**src/rtl/tt_pkg.sv**
```systemverilog
// -----------------------------------------------------------------------------
// tt_pkg
// Shared types and helpers for the truth_table_sweeper slice.
//   tt_state_t   : sweeper FSM state encoding (IDLE -> SWEEP -> DONE)
//   TT_N_IN_MAX  : largest supported number of function inputs
//   tt_lut_w(n)  : width of a lookup table for an n-input function (2^n)
// No ports (package).
// -----------------------------------------------------------------------------
package tt_pkg;

    typedef enum logic [1:0] {
        TT_IDLE  = 2'd0,
        TT_SWEEP = 2'd1,
        TT_DONE  = 2'd2
    } tt_state_t;

    localparam int TT_N_IN_MAX = 6;

    function automatic int tt_lut_w(input int n);
        return 1 << n;
    endfunction

endpackage

```
**src/rtl/tt_row_counter.sv**
```systemverilog
// -----------------------------------------------------------------------------
// tt_row_counter
// N_IN-bit row index for the truth-table sweep. Clear has priority over
// advance. The counter never wraps on its own: the owner clears it on the
// terminal transfer.
// Ports:
//   clk       in   rising-edge clock
//   rst_n     in   asynchronous active-low reset (index -> 0)
//   i_clear   in   force index to 0 on the next edge
//   i_advance in   increment index on the next edge
//   o_idx     out  current index (N_IN bits)
//   o_last    out  index is at its terminal value 2^N_IN-1
// -----------------------------------------------------------------------------
module tt_row_counter #(
    parameter int N_IN = 2
) (
    input  logic            clk,
    input  logic            rst_n,
    input  logic            i_clear,
    input  logic            i_advance,
    output logic [N_IN-1:0] o_idx,
    output logic            o_last
);

    logic [N_IN-1:0] r_idx;

    always_ff @(posedge clk or negedge rst_n) begin
        if (!rst_n) begin
            r_idx <= '0;
        end else if (i_clear) begin
            r_idx <= '0;
        end else if (i_advance) begin
            r_idx <= r_idx + N_IN'(1);
        end
    end

    assign o_idx  = r_idx;
    assign o_last = &r_idx;

endmodule

```
**src/rtl/truth_table_sweeper.sv**
```systemverilog
// -----------------------------------------------------------------------------
// truth_table_sweeper
// Holds an N_IN-input Boolean function as a 2^N_IN-bit lookup table and, on
// start, streams every input combination (ascending) with its function value
// over a valid/ready interface, then pulses done for one cycle.
// Optional feature macro: TT_COUNT_EN adds the ones_cnt port and counter.
// Ports:
//   clk        in   rising-edge clock
//   rst_n      in   asynchronous active-low reset
//   cfg_load   in   capture cfg_lut into the LUT (IDLE only)
//   cfg_lut    in   function table, bit i = output for combination i
//   start      in   begin a sweep (IDLE only)
//   out_valid  out  current row presented
//   out_ready  in   consumer accepts the row
//   out_x      out  input combination (MSB = first input)
//   out_s      out  function value for out_x
//   busy       out  high while sweeping
//   done       out  one-cycle pulse after the last row is accepted
//   ones_cnt   out  rows transferred with out_s=1 (TT_COUNT_EN only)
// -----------------------------------------------------------------------------
module truth_table_sweeper
    import tt_pkg::*;
#(
    parameter int N_IN = 2
) (
    input  logic                      clk,
    input  logic                      rst_n,
    input  logic                      cfg_load,
    input  logic [tt_lut_w(N_IN)-1:0] cfg_lut,
    input  logic                      start,
    output logic                      out_valid,
    input  logic                      out_ready,
    output logic [N_IN-1:0]           out_x,
    output logic                      out_s,
    output logic                      busy,
    output logic                      done
`ifdef TT_COUNT_EN
    ,
    output logic [N_IN:0]             ones_cnt
`endif
);

    localparam int LUT_W = tt_lut_w(N_IN);

    if (N_IN < 1 || N_IN > TT_N_IN_MAX) begin : g_bad_n_in
        $error("truth_table_sweeper: N_IN out of range 1..%0d", TT_N_IN_MAX);
    end

    tt_state_t        r_state;
    logic [LUT_W-1:0] r_lut;
    logic             r_valid;
    logic             r_busy;
    logic             r_done;

    logic             w_start;
    logic             w_xfer;
    logic             w_clear;
    logic             w_advance;
    logic             w_last;
    logic [N_IN-1:0]  w_idx;

    assign w_start   = (r_state == TT_IDLE) && start;
    // r_valid is only ever set in SWEEP, so a transfer implies SWEEP.
    assign w_xfer    = r_valid && out_ready;
    // Clearing on the terminal transfer parks the index at 0 for DONE/IDLE.
    assign w_clear   = w_start || (w_xfer && w_last);
    assign w_advance = w_xfer && !w_last;

    tt_row_counter #(
        .N_IN (N_IN)
    ) u_row_counter (
        .clk       (clk),
        .rst_n     (rst_n),
        .i_clear   (w_clear),
        .i_advance (w_advance),
        .o_idx     (w_idx),
        .o_last    (w_last)
    );

    always_ff @(posedge clk or negedge rst_n) begin
        if (!rst_n) begin
            r_state <= TT_IDLE;
            r_lut   <= '0;
            r_valid <= 1'b0;
            r_busy  <= 1'b0;
            r_done  <= 1'b0;
        end else begin
            r_done <= 1'b0;
            case (r_state)
                TT_IDLE: begin
                    // A load and start on the same edge both take effect;
                    // out_s reads r_lut directly, so row 0 sees the new table.
                    if (cfg_load) begin
                        r_lut <= cfg_lut;
                    end
                    if (start) begin
                        r_state <= TT_SWEEP;
                        r_valid <= 1'b1;
                        r_busy  <= 1'b1;
                    end
                end
                TT_SWEEP: begin
                    if (w_xfer && w_last) begin
                        r_state <= TT_DONE;
                        r_valid <= 1'b0;
                        r_busy  <= 1'b0;
                        r_done  <= 1'b1;
                    end
                end
                TT_DONE: begin
                    r_state <= TT_IDLE;
                end
                default: begin
                    r_state <= TT_IDLE;
                    r_valid <= 1'b0;
                    r_busy  <= 1'b0;
                end
            endcase
        end
    end

    assign out_valid = r_valid;
    assign busy      = r_busy;
    assign done      = r_done;
    assign out_x     = w_idx;
    assign out_s     = r_lut[w_idx];

`ifdef TT_COUNT_EN
    logic [N_IN:0] r_ones;

    always_ff @(posedge clk or negedge rst_n) begin
        if (!rst_n) begin
            r_ones <= '0;
        end else if (w_start) begin
            r_ones <= '0;
        end else if (w_xfer && out_s) begin
            r_ones <= r_ones + (N_IN + 1)'(1);
        end
    end

    assign ones_cnt = r_ones;
`endif

endmodule

```
**config.mk**
```make
export PLATFORM = sky130hd
export DESIGN_NAME = truth_table_sweeper
export DESIGN_NICKNAME = d
export VERILOG_FILES = /design/src/rtl/tt_pkg.sv /design/src/rtl/tt_row_counter.sv /design/src/rtl/truth_table_sweeper.sv
export SDC_FILE = /design/constraint.sdc
export NUM_CORES = 1
export LEC_CHECK = 0
export ABC_AREA = 0
export BUFFER_PORTS_ARGS = -buffer_cell sky130_fd_sc_hd__buf_2
export CORE_AREA = 4 4 41 43
export CTS_BUF_LIST = sky130_fd_sc_hd__clkbuf_8
export DETAILED_ROUTE_END_ITERATION = 10
export DIE_AREA = 0 0 45 47
export HOLD_SLACK_MARGIN = 0.12
export SLEW_MARGIN = 20
export SYNTH_ARGS = -nofsm -noshare
export SYNTH_HDL_FRONTEND = slang
export SYNTH_SLANG_ARGS = --single-unit
```
**constraint.sdc**
```tcl
create_clock -name clk -period 1.55 [get_ports clk]
set_input_delay 0.31 -clock clk [delete_from_list [all_inputs] [get_ports clk]]
set_output_delay 0.31 -clock clk [all_outputs]
set_load 0.02 [all_outputs]
```
---- After elaboration in Yosys (flattened, before gate mapping) ----
Index checks and enable logic that the tools add are counted.
operators by class
  mux-type cells .......................... 12
  add/subtract/negate cells ............... 1
  bitwise logic cells ..................... 1
  shift operators ......................... 0
  equality and inequality tests ........... 4
  div/mod/pow operators ................... 0
  reduce and logical (&&, ||, !) cells .... 12
  order comparisons ....................... 1
  multiply operators ...................... 0
operator list
  cell                   count
  $mux W2                4
  $reduce_and A2 Y1      3
  $mux W1                5
  $logic_and A1 B1 Y1    4
  $ne A2 B2 Y1 const B   2
  $pmux W2 S2            1
  $lt A2 B3 Y1 const B   1
  $pmux W1 S3            1
  $reduce_and A3 Y1      1
  $add A2 B1 Y2 const B  1
  $bmux W1 S2            1
  $eq A2 B1 Y1 const B   1
  $eq A2 B2 Y1 const B   1
  $logic_not A2 Y1       1
  $reduce_bool A2 Y1     1
  $logic_not A1 Y1       1
  $logic_or A1 B1 Y1     1
  $not A1 Y1             1
storage, ports and cells
  register bits after elaboration ......... 10
  memories ................................ 0
  RAM bits ................................ 0
  logic and storage cells ................. 36
  bits in read-only memories .............. 0
  bits in latches ......................... 0
  input port bits ......................... 9

---- Longest topological paths before layout ----
Gate-level depths: netlist (run 1).
  word-level depth ........................ 5
  mapped depth ............................ 4

---- Cells and area by module ----
A second synthesis (run 1) with hierarchy kept.
second synthesis, totals
  cells, all modules ...................... 34
  area, all modules ....................... 460.4 µm²
by module, submodules not included
  module               area an instance (µm²)  sequential area each (µm²)  instances  cells each
  truth_table_sweeper  371.6                   200.2                       1          27
  tt_row_counter       88.8                    50.0                        1          7

---- Worst setup path after synthesis (run 1) ----
OpenSTA, ideal clock, no wires.
  path kind ............................... flip-flop to output port
  from .................................... reg u_row_counter.r_idx[0], in the netlist u_row_counter.o_idx[0]
  to ...................................... out out_s
  data arrival time ....................... 1.111 ns
  stages on the path, launching flop included .. 2
  required time ........................... 1.240 ns
  path buffers ............................ 0
  setup slack ............................. 0.129 ns
  cells stage by stage .................... dfrtp_1 -> mux4_2
between the ends
  word-level cells in the longest chain between the ends .. 2
RTL lines
  item                           line                        text
  start: declaration             tt_row_counter.sv:25        logic [N_IN-1:0] r_idx;
  start signal: assignment       tt_row_counter.sv:33        r_idx <= r_idx + N_IN'(1);
  $bmux W1 S2                    truth_table_sweeper.sv:126  assign out_s = r_lut[w_idx];
  $mux W1 (not written as such)  truth_table_sweeper.sv:126
  end: declaration               truth_table_sweeper.sv:34   output logic out_s,
No other way between the ends. The select of a mux whose other input is x is not followed.

---- Final worst setup path (run 1) ----
Ends and elaborated chain as after synthesis.

==> impl_metrics.csv, run 1 <==
group,metric,value,unit
logic_synthesis,synth_area_per_cell,13.0,sq um
global_routing,vias_in_the_first_global_route,355,
global_routing,use_met2,15.3,%
run_status,violations_in_the_final_reports,"negative setup slack",
sta,finalSetupViolCount,1,
sta,finalWorstSetupSlack,-2.99,ps
logic_synthesis,synth-warning-count,0,
pwr,power_total,0.00137,W
global_routing,global_route.overflow_total,0,
logic_synthesis,yosysUniqueCellTypes,17,
logic_synthesis,post_synthesis_cell_count,36,
clock_tree,cts_sinks,10,
sta,timing.final.hold_violations,0,
pwr,vdd_ir_drop_max,0.824,mV
worst_setup_path,worst_ep_arrival_time,1240,ps
floorplanning,number_of_core_rows,13,
sta,worst_slew_margin_rel,85.0,%
floorplanning,die_height,47,um
routing,route.final.wire_length,896,um
floorplanning,io_pins,15,
logic_synthesis,synth-seq-area-share,53.5,%
logic_synthesis,fraction_of_the_mapped_netlist_area_in_simple_logic_gates,13.9,%
pwr,p_per_area,2180,nW/um^2
cells_and_area,layout.cells.most_common_list,"13 x sky130_fd_sc_hd__buf_2, 10 x sky130_fd_sc_hd__dfrtp_1, 4 x sky130_fd_sc_hd__mux2_4, 4 x sky130_fd_sc_hd__a21oi_1, 4 x sky130_fd_sc_hd__clkbuf_8",
worst_setup_path,worst_setup_path_end_kind,"output pin",
global_routing,globalRouteTotalUtil,10.0,%
run_status,outcome,"complete, but fails checks",
global_routing,grt_antenna_before_repair,0,
cells_and_area,layout-drive-gt1-share,49.1,%
cells_and_area,final_nets,66,
global_routing,global_route.usage.met1,12.1,%
flow_run,timing.max_cap.violations,0,
clock_tree,cts_buffer_count,3,
floorplanning,placeableCoreArea,1300,sq um
sta,final.min_clock_period,1550,ps
global_routing,grt_most_used_layer,"met2",
logic_synthesis,synth_area_in_adders,2.67,%
routing,route.detailed.drc,0,
logic_synthesis,syn_area,468,sq um
sta,max_slew_violations,0,
logic_synthesis,synth-seq-cells,10,
placement,dpl.hpwl,708,um
clock_tree,clkTransAtPathRegs,50,ps
global_routing,grt_pass1_wl,1470,um
placement,place.gp.congestion,0.758,
floorplanning,die_w,45,um
logic_synthesis,area_fraction_in_compound_gates_after_synthesis,7.75,%
global_routing,grt_use_met3,4.21,%
sta,skew,1.59,ps
worst_setup_path,startpoint_type,"flop",
routing,number_of_optimization_iterations_in_the_first_detailed_route_pass,4,
global_routing,grt_start_max_net_pins,11,
sta,tightest_slew,225,ps
cells_and_area,syn_to_final_growth,34.2,%
worst_setup_path,critical_path_peak_fanout,2,
routing,detailroute.via_count,344,
clock_tree,cts_root_buffer,"sky130_fd_sc_hd__clkbuf_8",
routing,routed_wire_length_per_instance,12.8,um
logic_synthesis,mappedNetlistNets,46,
clock_tree,clock_insertion_delay_worst_skew,230,ps
cells_and_area,mostFrequentLayoutCell,"sky130_fd_sc_hd__buf_2",
placement,number_of_buffer_cells_added_on_primary_ports,14,
clock_tree,cts-htree-levels,1,
routing,drt.antenna.violating_nets,0,
worst_setup_path,required_time_reported_for_the_critical_path_endpoint,1240,ps
logic_synthesis,yosys.area_share.xor_xnor,0,%
clock_tree,clock_tree_buf_depth,2,
routing,drt_iter0_markers,5,
worst_setup_path,worstSetupPathType,"flop to output pin",
min_path,hold_path.class,"input port to flop",
floorplanning,start_util,36.0,%
cells_and_area,diodes,0,
cells_and_area,postLayoutCoreUtil,48.3,%
logic_synthesis,synth_mux_area_share,19.8,%
floorplanning,fp.dieArea,2120,sq um
logic_synthesis,synth_top_family_by_area,"multiplexers",
sta,final.period_utilization,100,%
pwr,leakage,0.305,nW
sta,rsz0062_at_grt,"yes",
clock_tree,cts_tree,"done",
routing,via_per_inst,4.91,
sta,fmax,644,MHz
## worst max-delay path, cell delays in order, from the launching register on
cell and delay, ps:
sky130_fd_sc_hd__dfrtp_1 360, sky130_fd_sc_hd__mux4_2 510, sky130_fd_sc_hd__buf_6 150
## layout make-up
| cell class | instances | area [sq um] |
|---|---|---|
| flip-flops and latches | 10 | 250 |
| inverters | 1 | 3.75 |
| clock buffers | 4 | 55.1 |
| multi-input cells | 24 | 206 |
| well taps | 15 | 18.8 |
| repair buffers | 16 | 93.8 |
| fillers | 132 | 673 |
## Yosys cell counts
master,instances,area [sq um]
sky130_fd_sc_hd__nor2_2,1,6.26
sky130_fd_sc_hd__nor3b_1,2,15.0
sky130_fd_sc_hd__nand2_1,3,11.3
sky130_fd_sc_hd__o221a_2,1,11.3
sky130_fd_sc_hd__and4b_1,1,10.0
sky130_fd_sc_hd__nand3_1,2,10.0
sky130_fd_sc_hd__mux2i_1,1,10.0
sky130_fd_sc_hd__ha_1,1,12.5
sky130_fd_sc_hd__nor2_1,1,3.75
sky130_fd_sc_hd__a21oi_1,4,20.0
sky130_fd_sc_hd__mux4_2,1,22.5
sky130_fd_sc_hd__mux2_4,4,60.1
sky130_fd_sc_hd__and2_4,1,8.76
sky130_fd_sc_hd__dfrtp_1,10,250
sky130_fd_sc_hd__inv_1,1,3.75
sky130_fd_sc_hd__buf_4,1,7.51
sky130_fd_sc_hd__o21ai_0,1,5.00
## final timing paths
kind / startpoint / to / slack (ps) / cells past startpoint
max: u_row_counter.o_idx[0]$_DFFE_PN0P_ / out_s / -3 / 2
min: start / u_row_counter.o_idx[1]$_DFFE_PN0P_ / 290 / 2
max reg2reg: r_state[0]$_DFFE_PN0P_ / r_lut[2]$_DFFE_PN0P_ / 290 / 3
min reg2reg: r_lut[1]$_DFFE_PN0P_ / r_lut[1]$_DFFE_PN0P_ / 500 / 1
max in group asynchronous: rst_n / r_state[1]$_DFFE_PN0P_ / 900 / 2
min in group asynchronous: rst_n / r_lut[1]$_DFFE_PN0P_ / 470 / 2
## cells by family (layout without fill, tap and decap cells)
| logic type | after synthesis | after routing |
|---|---|---|
| fa+ha+maj | 1 | 1 |
| buf+inv | 2 | 21 |
| simple gates | 11 | 11 |
| compound gates | 6 | 6 |
| mux | 6 | 6 |
| flops | 10 | 10 |
## per-stage QoR
step,TNS (ps),setup WS (ps),hold WS (ps),instance area [sq um],instances
4_1_cts,-15.5,-15.5,292,628,70
6_report,-2.99,-2.99,293,628,70
3_3_place_gp,0,180,182,549,64
5_1_grt,-55.3,-55.3,293,628,70
2_1_floorplan,0,129,14.4,468,36
3_5_place_dp,0,156,186,549,64
## where the power goes
part           leakage (nW)  internal (W)  switching (W)
Clock                0.0288      0.000223      0.0000940
Sequential            0.121      0.000373      0.0000930
Combinational         0.155      0.000320       0.000269
## flip-flops by register name (all words and copies together) (netlist names)
| name | flops |
|---|---|
| busy | 1 |
| r_state | 2 |
| u_row_counter.o_idx | 2 |
| r_lut | 4 |
| done | 1 |
## what timing repair did
item,in CTS,in global routing
setup endpoints to repair,1,1
setup buffers,1,0
hold buffers,1,0
gates resized for setup,2,0
endpoints found under the hold margin,10,0
## metal layers
| metal | up-vias | share of wire (%) | wire, um |
|---|---|---|---|
| met5 | - | 0 | 0 |
| met4 | 0 | 0 | 0 |
| met3 | 0 | 10 | 91 |
| met2 | 15 | 45 | 401 |
| met1 | 163 | 45 | 403 |
| li1 | 166 | - | - |
No activity file was read; power rests on OpenSTA's default activity.
==> inputs of run 2 (changes only) <==
- GPL_ROUTABILITY_DRIVEN: not set -> 0
- SKIP_CTS_REPAIR_TIMING: not set -> 1
==> impl_metrics.csv, run 2 (same netlist as run 1, synthesis figures left out) <==
group,metric,value,unit
global_routing,grt_most_used_layer,"met2",
cells_and_area,largest_register_ffs,4,
placement,dpl.hpwl,708,um
routing,number_of_optimization_iterations_in_the_first_detailed_route_pass,4,
sta,final.min_clock_period,1550,ps
clock_tree,clkTransAtPathRegs,50,ps
cells_and_area,largest_register_by_flop_count,"r_lut",
cells_and_area,diodes,0,
pwr,vdd_ir_drop_max,0.826,mV
worst_setup_path,r2r-end,"u_row_counter.o_idx[1]$_DFFE_PN0P_",
worst_setup_path,worstSetupPathType,"flop to output pin",
clock_tree,clock_insertion_delay_worst_skew,230,ps
routing,via_per_inst,4.93,
min_path,timing.hold.worst.start,"start",
pwr,p_per_area,2180,nW/um^2
floorplanning,start_util,36.0,%
worst_setup_path,critical-path-slowest-cell,"sky130_fd_sc_hd__mux4_2",
cells_and_area,final_nets,66,
floorplanning,die_w,45,um
run_status,outcome,"finished clean",
global_routing,globalRouteTotalUtil,10.0,%
flow_run,timing.max_cap.violations,0,
sta,hold_ws,292,ps
min_path,hold_path.class,"input port to flop",
pwr,power_total,0.00137,W
global_routing,use_met2,15.3,%
min_path,worst_hold_path.endpoint,"u_row_counter.o_idx[0]$_DFFE_PN0P_",
floorplanning,io_pins,15,
sta,setup-tns-final,0,ps
sta,skew,2.25,ps
worst_setup_path,critical_path_peak_fanout,2,
routing,route.final.wire_length,897,um
min_path,whs_path_depth,2,
routing,detailroute.via_count,345,
routing,route.detailed.drc,0,
worst_setup_path,worst_setup_path_end_kind,"output pin",
cells_and_area,post_layout_cell_count,70,
global_routing,global_route.overflow_total,0,
cells_and_area,layout.cells.most_common_list,"13 x sky130_fd_sc_hd__buf_2, 9 x sky130_fd_sc_hd__dfrtp_1, 4 x sky130_fd_sc_hd__mux2_4, 4 x sky130_fd_sc_hd__a21oi_1, 4 x sky130_fd_sc_hd__clkbuf_8",
sta,worst_slew_margin_rel,85.0,%
worst_setup_path,startpoint_type,"flop",
sta,rsz0062_at_grt,"yes",
clock_tree,cts_tree,"done",
worst_setup_path,rr_worst_depth,5,
sta,final.period_utilization,100,%
worst_setup_path,max_stage_delay,500,ps
worst_setup_path,required_time_reported_for_the_critical_path_endpoint,1240,ps
placement,dpl.cell_count,64,
routing,routed_wire_length_per_instance,12.8,um
clock_tree,cts_root_buffer,"sky130_fd_sc_hd__clkbuf_8",
global_routing,grt_start_max_net_pins,11,
routing,drt.antenna.violating_nets,0,
global_routing,grt_antenna_before_repair,0,
sta,timing.final.hold_violations,0,
floorplanning,die_height,47,um
global_routing,grt_use_met3,4.21,%
cells_and_area,layout-drive-gt1-share,50.9,%
worst_setup_path,reg2reg_slack,280,ps
worst_setup_path,ordered_cell_list_for_the_critical_path,"mux4_2 > buf_6",
sta,fmax,645,MHz
clock_tree,clock_tree_buf_depth,2,
sta,max_slew_violations,0,
pwr,leakage,0.304,nW
placement,dp_slack,156,ps
cells_and_area,syn_to_final_growth,34.5,%
floorplanning,placeableCoreArea,1300,sq um
global_routing,vias_in_the_first_global_route,350,
worst_setup_path,worst_ep_arrival_time,1240,ps
floorplanning,number_of_core_rows,13,
clock_tree,cts_sinks,10,
global_routing,grt_pass1_wl,1470,um
global_routing,global_route.usage.met1,12.1,%
routing,drt_iter0_markers,5,
sta,finalWorstSetupSlack,0.175,ps
sta,tightest_slew,226,ps
sta,finalSetupViolCount,0,
placement,number_of_buffer_cells_added_on_primary_ports,14,
floorplanning,fp.dieArea,2120,sq um
clock_tree,cts-htree-levels,1,
clock_tree,cts_buffer_count,3,
cells_and_area,mostFrequentLayoutCell,"sky130_fd_sc_hd__buf_2",
worst_setup_path,critical_path.reg2reg.startpoint,"u_row_counter.o_idx[0]$_DFFE_PN0P_",
-- run 2: cell types whose count changed in the layout (fill, tap and decap cells not counted) --
cell                      before  now
sky130_fd_sc_hd__dfrtp_2       0    1
sky130_fd_sc_hd__dfrtp_1      10    9
-- run 2: how the worst max path moves through the flow --
stage	endpoint	startpoint
after detailed placement	out_s	u_row_counter.o_idx[0]$_DFFE_PN0P_
after CTS	out_s	u_row_counter.o_idx[0]$_DFFE_PN0P_
after global placement	out_s	u_row_counter.o_idx[0]$_DFFE_PN0P_
after floorplan	out_s	u_row_counter.o_idx[0]$_DFFE_PN0P_
final	out_s	u_row_counter.o_idx[0]$_DFFE_PN0P_
after global routing	out_s	u_row_counter.o_idx[0]$_DFFE_PN0P_
-- run 2: stage by stage --
stage               util [%]  area [sq um]
floorplan                  -           468
global placement        42.2           549
detailed placement      42.2           549
CTS                     46.4           604
global route            48.4           629
finish                  48.4           629
-- run 2: area by class of cell --
cell class                 count  area, sq um
fill                         134          672
sequential                    10          251
multi-input combinational     24          206
timing repair buffer          16         93.8
clock buffer                   4         55.1
tap                           15         18.8
inverter                       1         3.75
-- run 2: where the power goes --
group | switching, W | leakage (nW) | internal (W)
Sequential | 0.0000928 | 0.120 | 0.000375
Combinational | 0.000269 | 0.155 | 0.000320
Clock | 0.0000948 | 0.0288 | 0.000223
-- run 2: metal layers --
metal,part of all wire [%],vias to the layer above
met5,0,-
met4,0,0
met3,10,0
met2,45,15
met1,45,164
li1,-,166
-- run 2: critical path, delay by kind of cell (launching register included) --
kind	cells	cell delay, ps
DFF	1	360
muxes	1	500
buffers and inverters	1	150
==> inputs of run 3 (changes only) <==
- RECOVER_POWER: not set -> 50
==> impl_metrics.csv, run 3 (same netlist as run 1, synthesis figures left out) <==
group,metric,value,unit
run_status,outcome,"finished clean",
pwr,intPower,0.000916,W
sta,final.period_utilization,100,%
routing,drt.antenna.violating_nets,0,
routing,drt_iter0_markers,5,
placement,placed_cell_area,549,sq um
worst_setup_path,critical_path_peak_fanout,2,
sta,skew,2.25,ps
pwr,p_per_area,2190,nW/um^2
floorplanning,die_w,45,um
cells_and_area,layout.cells.most_common_list,"11 x sky130_fd_sc_hd__buf_2, 9 x sky130_fd_sc_hd__dfrtp_1, 4 x sky130_fd_sc_hd__mux2_4, 4 x sky130_fd_sc_hd__a21oi_1, 4 x sky130_fd_sc_hd__clkbuf_8",
floorplanning,start_util,36.0,%
worst_setup_path,critical_path.reg2reg.startpoint,"u_row_counter.o_idx[0]$_DFFE_PN0P_",
pwr,leakage,0.297,nW
pwr,p_switching,0.000457,W
placement,dpl.hpwl,708,um
clock_tree,clkTransAtPathRegs,50,ps
pwr,vdd_ir_drop_max,0.826,mV
cells_and_area,filler_instances,136,
cells_and_area,layout-drive-gt1-share,47.3,%
global_routing,global_route.overflow_total,0,
routing,detailroute.via_count,345,
global_routing,grt_start_max_net_pins,11,
sta,rsz0062_at_grt,"yes",
cells_and_area,post_layout_cell_count,70,
worst_setup_path,startpoint_type,"flop",
sta,final.min_clock_period,1550,ps
worst_setup_path,worstSetupPathType,"flop to output pin",
min_path,hold_path.class,"input port to flop",
sta,max_slew_violations,0,
worst_setup_path,worstSetupStartpoint,"u_row_counter.o_idx[0]$_DFFE_PN0P_",
min_path,timing.hold.worst.start,"start",
global_routing,vias_in_the_first_global_route,350,
routing,route.final.wire_length,897,um
floorplanning,fp.dieArea,2120,sq um
sta,fmax,645,MHz
pwr,share_clk_of_total_power,23.1,%
floorplanning,placeableCoreArea,1300,sq um
sta,worst_slew_margin_rel,64.3,%
cells_and_area,final-seq-area,251,sq um
sta,tightest_slew,536,ps
global_routing,grt_pass1_wl,1470,um
pwr,power.switching_fraction,33.3,%
placement,dpl.cell_count,64,
routing,via_per_inst,4.93,
flow_run,timing.max_cap.violations,0,
clock_tree,clock_insertion_delay_worst_skew,230,ps
cells_and_area,postLayoutCoreUtil,48.2,%
routing,number_of_optimization_iterations_in_the_first_detailed_route_pass,4,
cells_and_area,mostFrequentLayoutCell,"sky130_fd_sc_hd__buf_2",
worst_setup_path,worst_ep_arrival_time,1240,ps
clock_tree,cts_tree,"done",
sta,finalSetupViolCount,0,
sta,timing.final.hold_violations,0,
routing,routed_wire_length_per_instance,12.8,um
cells_and_area,diodes,0,
global_routing,globalRouteTotalUtil,10.0,%
floorplanning,number_of_core_rows,13,
cells_and_area,largest_register_by_flop_count,"r_lut",
clock_tree,cts_sinks,10,
clock_tree,cts-htree-levels,1,
pwr,power_frac_comb,42.8,%
cells_and_area,final_nets,66,
pwr,p_seq_share,34.1,%
floorplanning,io_pins,15,
routing,route.detailed.drc,0,
clock_tree,clock_tree_buf_depth,2,
sta,setup-tns-final,0,ps
worst_setup_path,required_time_reported_for_the_critical_path_endpoint,1240,ps
clock_tree,cts_buffer_count,3,
cells_and_area,layout.cell_area.non_filler,627,sq um
cells_and_area,largest_register_ffs,4,
floorplanning,die_height,47,um
worst_setup_path,worst_setup_path_end_kind,"output pin",
global_routing,grt_antenna_before_repair,0,
cells_and_area,syn_to_final_growth,34.0,%
pwr,power_total,0.00137,W
clock_tree,cts_root_buffer,"sky130_fd_sc_hd__clkbuf_8",
cells_and_area,area_used_by_multi_input_combinational_logic,206,sq um
worst_setup_path,reg2reg_slack,280,ps
placement,number_of_buffer_cells_added_on_primary_ports,14,
==> run 3: cell count changes in the layout (fill, tap and decap cells not counted) <==
cell and change:
sky130_fd_sc_hd__clkbuf_1 +2, sky130_fd_sc_hd__buf_2 -2
==> run 3: worst max-delay path, stage by stage (launching register included) <==
cell,delay [ps]
sky130_fd_sc_hd__dfrtp_2,360
sky130_fd_sc_hd__mux4_2,500
sky130_fd_sc_hd__buf_6,150
==> run 3: area by class of cell <==
type | instances | share of cell area [%]
Sequential cell | 10 | 40.1
Multi-Input combinational cell | 24 | 32.9
Timing Repair Buffer | 16 | 14.6
Clock buffer | 4 | 8.78
Tap cell | 15 | 2.99
Inverter | 1 | 0.599
==> run 3: path summary, 6_finish.rpt <==
path | cells past startpoint | to
max | 2 | out_s
min | 2 | u_row_counter.o_idx[0]$_DFFE_PN0P_
max reg2reg | 5 | u_row_counter.o_idx[1]$_DFFE_PN0P_
min reg2reg | 1 | r_lut[1]$_DFFE_PN0P_
max in group asynchronous | 2 | u_row_counter.o_idx[0]$_DFFE_PN0P_
min in group asynchronous | 2 | r_lut[1]$_DFFE_PN0P_
==> run 3: power groups by stage <==
stage	registers (W)	logic, W	clock network, W
after global routing	0.000486	0.000636	0.000345
final	0.000468	0.000588	0.000317
after CTS	0.000478	0.000531	0.000326
after detailed placement	0.000482	0.000526	0
after floorplan	0.000509	0.000363	0
after global placement	0.000476	0.000533	0
==> run 3: per-layer routing <==
metal	track usage (%)	wire length, um
met1	12.1	404
met2	15.3	400
met3	4.21	91
met4	5.26	0
met5	0	0
==> run 3: stage by stage <==
stage / setup WS, ps / hold slack [ps]
finish: 0.175 / 292
floorplan: 129 / 14.4
CTS: -94.2 / -60.9
global route: -36.9 / 293
global placement: 180 / 182
detailed placement: 156 / 186
